<file path="src/rtl/aes_block_serializer.sv">
// Block-to-word serializer: captures one N_BYTES block and emits it as BEATS words of W_BYTES.
// Define AES_SER_DBUF_EN to add a pending buffer so blocks can stream without a bubble.
//   state       | meaning
//   STATE_IDLE  | no block held
//   STATE_DRAIN | active buffer being emitted
module aes_block_serializer #(
    parameter int N_BYTES   = 16,
    parameter int W_BYTES   = 4,
    parameter int LSB_FIRST = 1,
    localparam int BEATS    = N_BYTES / W_BYTES,
    localparam int BW       = ($clog2(BEATS) > 1) ? $clog2(BEATS) : 1
) (
    input  logic                 clk,
    input  logic                 resetn,
    input  logic                 flush,
    input  logic                 i_valid,
    output logic                 i_ready,
    input  logic [N_BYTES*8-1:0] i_data,
    output logic                 o_valid,
    input  logic                 o_ready,
    output logic [W_BYTES*8-1:0] o_data,
    output logic                 o_last,
    output logic [BW-1:0]        o_beat,
    output logic                 busy
);

    localparam int WW = W_BYTES * 8;
    localparam logic [BW-1:0] FIRST_BEAT = (LSB_FIRST != 0) ? '0 : BW'(BEATS - 1);
    localparam logic [BW-1:0] LAST_BEAT  = (LSB_FIRST != 0) ? BW'(BEATS - 1) : '0;

    localparam logic STATE_IDLE  = 1'b0;
    localparam logic STATE_DRAIN = 1'b1;

    logic                 state_q;
    logic [N_BYTES*8-1:0] active_q;
    logic [BW-1:0]        beat_q;
    logic [BW-1:0]        beat_step;
    logic                 accept;
    logic                 o_fire;
    logic                 at_last;
    logic                 pend_full;

`ifdef AES_SER_DBUF_EN
    logic [N_BYTES*8-1:0] pending_q;
    logic                 pending_full_q;

    assign pend_full = pending_full_q;
    assign i_ready   = !pending_full_q;
`else
    assign pend_full = 1'b0;
    assign i_ready   = (state_q == STATE_IDLE);
`endif

    assign accept    = i_valid && i_ready;
    assign o_valid   = (state_q == STATE_DRAIN);
    assign o_fire    = o_valid && o_ready;
    assign at_last   = (beat_q == LAST_BEAT);
    assign beat_step = (LSB_FIRST != 0) ? beat_q + BW'(1) : beat_q - BW'(1);

    assign o_last = o_valid && at_last;
    assign o_beat = beat_q;
    assign busy   = o_valid || pend_full;

    always_comb begin
        o_data = '0;
        if (o_valid) begin
            for (int k = 0; k < BEATS; k++) begin
                if (beat_q == BW'(k)) o_data = active_q[k*WW +: WW];
            end
        end
    end

    // flush is checked ahead of all handshakes, so a block offered with it is dropped
    always_ff @(posedge clk or negedge resetn) begin
        if (!resetn) begin
            state_q  <= STATE_IDLE;
            active_q <= '0;
            beat_q   <= '0;
`ifdef AES_SER_DBUF_EN
            pending_q      <= '0;
            pending_full_q <= 1'b0;
`endif
        end else if (flush) begin
            state_q <= STATE_IDLE;
            beat_q  <= '0;
`ifdef AES_SER_DBUF_EN
            pending_full_q <= 1'b0;
`endif
        end else if (state_q == STATE_IDLE) begin
            if (accept) begin
                active_q <= i_data;
                state_q  <= STATE_DRAIN;
                beat_q   <= FIRST_BEAT;
            end
        end else if (o_fire && at_last) begin
`ifdef AES_SER_DBUF_EN
            if (pending_full_q) begin
                active_q       <= pending_q;
                beat_q         <= FIRST_BEAT;
                pending_full_q <= 1'b0;
            end else if (accept) begin
                active_q <= i_data;
                beat_q   <= FIRST_BEAT;
            end else begin
                state_q <= STATE_IDLE;
                beat_q  <= '0;
            end
`else
            state_q <= STATE_IDLE;
            beat_q  <= '0;
`endif
        end else begin
            if (o_fire) beat_q <= beat_step;
`ifdef AES_SER_DBUF_EN
            if (accept) begin
                pending_q      <= i_data;
                pending_full_q <= 1'b1;
            end
`endif
        end
    end

endmodule

</file>
<file path="config.mk">
export PLATFORM = sky130hd
export DESIGN_NAME = aes_block_serializer
export DESIGN_NICKNAME = d
export VERILOG_FILES = /design/src/rtl/aes_block_serializer.sv
export SDC_FILE = /design/constraint.sdc
export NUM_CORES = 1
export LEC_CHECK = 0
export BUFFER_PORTS_ARGS = -buffer_cell sky130_fd_sc_hd__buf_4
export CAP_MARGIN = 20
export CORE_MARGIN = 5
export CORE_UTILIZATION = 47
export CTS_CLUSTER_DIAMETER = 60
export DETAILED_ROUTE_END_ITERATION = 12
export PLACE_DENSITY = 0.76
export SYNTH_ARGS = -nofsm -noshare
export SYNTH_HDL_FRONTEND = slang
export SYNTH_SLANG_ARGS = --single-unit
</file>
<file path="constraint.sdc">
create_clock -name clk -period 1.7 [get_ports clk]
set_clock_uncertainty 0.2 [all_clocks]
set_input_delay 0.085 -clock clk [delete_from_list [all_inputs] [get_ports clk]]
set_output_delay 0.085 -clock clk [all_outputs]
set_load 0.05 [all_outputs]
</file>
# Word level (Yosys, flattened, before mapping)

Index checks and enable logic that the tools add are counted.

Bitwise operators: 2
$add $sub $neg: 1
Reductions and logical operators: 8
Equal/unequal tests: 4
Multiplexer cells: 14

Operators with widths:

| operator                                                                | count |
|---|---|
| 32-bit two-way mux                                                      | 5 |
| 2-bit two-way mux                                                       | 5 |
| 2-bit == test, second input constant                                    | 2 |
| 1-bit logical AND                                                       | 4 |
| 1-bit two-way mux                                                       | 4 |
| 4-bit by 2-bit inequality test with 1-bit output, second input constant | 1 |
| 3-bit AND reduction                                                     | 1 |
| 3-bit nonzero test                                                      | 1 |
| 2-bit by 1-bit adder with 2-bit output, second input constant           | 1 |
| 2-bit by 1-bit == test with 1-bit output, second input constant         | 1 |
| 2-bit zero test                                                         | 1 |
| 1-bit inverter                                                          | 2 |
| 2-bit AND reduction                                                     | 1 |

Register bits: 131
Output and inout port bits: 38
Input port bits: 133

# Logic depth before layout (Yosys ltp)

Word-level depth: 6
Mapped depth: 7

# Worst setup path after synthesis

No wires, ideal clock.

Path type: register -> output
Start: reg beat_q[1] (netlist: o_beat[1])
End: out o_data[0]
Required time: 1,415 ps
Arrival time: 2,701 ps
Path slack: -1,286 ps
Path buffers: 2
Stages on the path, launching flop included: 8
Cell sequence: dfrtp_1 > inv_1 > ha_1 > buf_2 > nor2b_1 > buf_2 > a221oi_1 > o21ai_0

Longest elaborated chain between the ends: 6
Elaborated cells between the ends (all ways): 9
Classes of those cells: 3 x eq/ne; 5 x mux; 1 x reduce/logical

Ends and longest elaborated chain:

| item                             | line | source |
|---|---|---|
| start: declaration               | 36   | `logic [BW-1:0] beat_q;` |
| start signal: assignment         | 113  | `if (o_fire) beat_q <= beat_step;` |
| 2-bit zero test                  | 68   | `if (beat_q == BW'(k)) o_data = active_q[k*WW +: WW];` |
| 32-bit two-way mux (3 in series) | 68   |  |
| 32-bit two-way mux *             | 68   |  |
| 32-bit two-way mux *             | 66   | `if (o_valid) begin` |
| end: declaration                 | 21   | `output logic [W_BYTES*8-1:0] o_data,` |

Every way passes the cells marked *; elsewhere a longest branch is shown, timed or not.

# Worst setup path after layout

Start: reg beat_q[0] (netlist: o_beat[0])
End: out o_data[0]

Same word-level chain as after synthesis.

==> impl_metrics.ini <==
[outcome]
status = finished with violations
violations = negative setup slack

[timing]
setup_viol = 161
max_freq_mhz = 406
hold_viol = 0
tightestPinTransition_ns = 0.542
fin_crit_ns = 2.46
fin_ws_ns = -0.761
rsz0062_at_grt = yes
min_period_over_period_pct = 145
relSlewSlack_pct = 63.7
whs_ns = 0.0705
drv_slew = 0

[finish]
syn_to_final_growth_pct = 89.4
fin_cells = 983
nNetsFinal = 937
design_area_um2 = 11100
drive_gt1_share_pct = 59.7

[hold_path]
hold_path_class = primary input to asynchronous set/reset pin

[setup_path]
critPathCaptureType = output port
critPathLaunch = o_beat[0]
r2r_slack_ns = -0.28
criticalPathCategory = flop to output port
cp_data_required_time_ns = 1.41
cp_max_fo = 9
cp-start-kind = flop
reg2reg_depth = 7
rr_endpoint = active_q[32]
cp-endpoint = o_data[0]
cp.arrival_ns = 2.18
rr_startpoint = busy

[synth]
synth_nets = 582
synthXorXnorAreaFrac_pct = 0
ys_seq_area_share_pct = 55.9
ys_ff_latch = 131
synthMuxAreaShare_pct = 24.8
yosys.area_share.adder_pct = 0.854
synthSimpleGateAreaFrac_pct = 3.12
ys_types = 23
synth_top_family_by_area = multiplexers
yosys_warnings = 0
syn_avg_cell_area_um2 = 13.2
synth_compound_area_share_pct = 10.6
syn_area_um2 = 5860
syn_inst = 445

[pwr]
p_leak_nw = 5.02
seq_power_share_pct = 39.3
power_density_nw_per_um2 = 977
netSwitchingFraction_pct = 30.0
p_int_mw = 7.59
pwr-share-comb_pct = 29.0
ir_drop_v = 0.000770
p_switching_mw = 3.25
power.share.clock_pct = 31.7
total_power_mw = 10.8

[global_route]
globalRouteTotalUtil_pct = 32.9
globalRoute.totalOverflow = 0
antenna_found_initial = 2
grt_pass1_wl_mm = 36.7
grt_start_max_net_pins = 49
grt_pass1_vias = 6456

[clocking]
insertion_delay_ns = 0.42
clkTransAtPathRegs_ns = 0.06
cts_num_sinks = 131
root_buffer = clkbuf_16
cts_tree = done
cts_buffers = 17
clock_path_buffers = 2
h-tree-depth = 4

[placed_design]
gp_congestion = 0.851
place_ws_ns = -0.324
dp_cells = 792
io_buffers = 170
postPlaceCellArea_um2 = 8200
post-dp-hpwl_mm = 12.1

[drt]
route.detailed.drc = 0
wirelength_mm = 26.6
wl_per_cell_um = 27.1
vias_per_cell = 5.82
ant_nets = 0
drtIter0Drc = 514
drtPass1Iterations = 5
via_count = 5718

[floorplanning]
core_area_um2 = 12100
initial_core_util_pct = 48.4
die_w_um = 122
rows = 40
ioPinCount = 171
die_y_um = 122
dieArea_um2 = 14800

[run]
max_cap_violations = 0
[power by group through the flow]
stage          clock network, mW  registers (mW)  logic [mW]
2_1_floorplan                  0            4.00        1.67
3_3_place_gp                   0            4.09        2.32
3_5_place_dp                   0            4.11        2.38
4_1_cts                     3.36            4.13        2.92
5_1_grt                     3.54            4.30        3.27
6_report                    3.43            4.26        3.15
[metrics by stage]
step | TNS (ns) | util, %
floorplan | -32.53 | -
global placement | -7.39 | 67.7
detailed placement | -8.96 | 67.7
CTS | -37.61 | 89.5
global route | -55.55 | 91.6
finish | -47.89 | 91.6
[Yosys cell counts (all sizes together)]
cell      n  area share [%]
nand2    31             2.0
nor3b     1            0.32
nand3     1           0.085
a221oi   32             4.8
mux2    128              25
and2b     1            0.13
a32oi     1            0.15
nor2      3            0.19
and2      1            0.11
a311oi    1            0.15
inv       4            0.26
buf      22             3.5
ha        4            0.85
clkbuf   15            0.96
nor2b     2            0.21
o21ai    64             5.5
mux2i     1            0.17
dfrtp   131              56
a21oi     1           0.085
nor3      1           0.085
[cell families after synthesis]
group / after synthesis
AND/OR/NAND/NOR: 41
adder cells (fa/ha/maj): 4
buffers and inverters: 41
AO/OA/AOI/OAI: 99
flip-flops: 131
multiplexers: 129
[state kept, by name, summed over array words and instances (netlist names)]
| register | count |
|---|---|
| active_q | 128 |
| busy | 1 |
| o_beat | 2 |
[worst max-delay path, stage by stage (launching register included)]
cell and delay, ns:
dfrtp_2 0.50, inv_4 0.08, ha_4 0.16, nor2b_4 0.15
buf_6 0.16, a221oi_1 0.40, o21ai_2 0.13, buf_6 0.17
[worst min-delay path by stage]
stage	from	to	cells past startpoint
global route	resetn	active_q[75]	3
detailed placement	resetn	active_q[34]	1
floorplan	resetn	active_q[0]	0
global placement	resetn	active_q[126]	1
finish	resetn	active_q[96]	3
CTS	resetn	active_q[100]	3
[cell usage in the layout, fill, tap and decap left out, types with 2 or more instances in the layout]
master,netlist,final
buf_4,2,153
dlygate4sd3_1,0,133
mux2_4,0,128
dfrtp_1,131,128
buf_6,14,47
o21ai_2,0,46
nand2_1,31,31
buf_12,0,25
a221oi_2,0,24
clkbuf_16,0,20
o21ai_1,2,12
buf_8,0,9
a221oi_1,32,6
clkinv_2,0,5
clkbuf_8,0,5
o21ai_4,0,4
clkbuf_1,15,4
diode_2,0,3
nor2_1,3,3
ha_4,0,3
dfrtp_2,0,3
buf_16,0,3
inv_2,0,2
a221oi_4,0,2
o21ai_0,62,2
[metal layers]
layer  GRT usage, %  up-vias  share of wire [%]
met3           6.64      112                5.9
met2           62.1      322                 54
li1               -     2346                  -
met4           12.8        0                5.0
met1           36.0     2938                 36
met5              0        -                  0
[cell type report]
| type | instances | area (µm²) |
|---|---|---|
| Clock inverter | 5 | 25.0 |
| Sequential cell | 131 | 3280 |
| Tap cell | 168 | 210 |
| Multi-Input combinational cell | 273 | 3240 |
| Antenna cell | 3 | 7.51 |
| Fill cell | 423 | 1010 |
| Timing Repair Buffer | 373 | 3800 |
| Clock buffer | 26 | 509 |
| Inverter | 4 | 17.5 |
[what timing repair did]
item | 4_1_cts | 5_1_grt
hold buffers | 133 | 0
resized for setup | 121 | 67
setup buffers | 15 | 7
endpoints found under the hold margin | 262 | 0
cloned | 8 | 4
endpoints found under the setup margin | 87 | 161
pin swaps | 10 | 8
(Power assumes the default switching activity.)
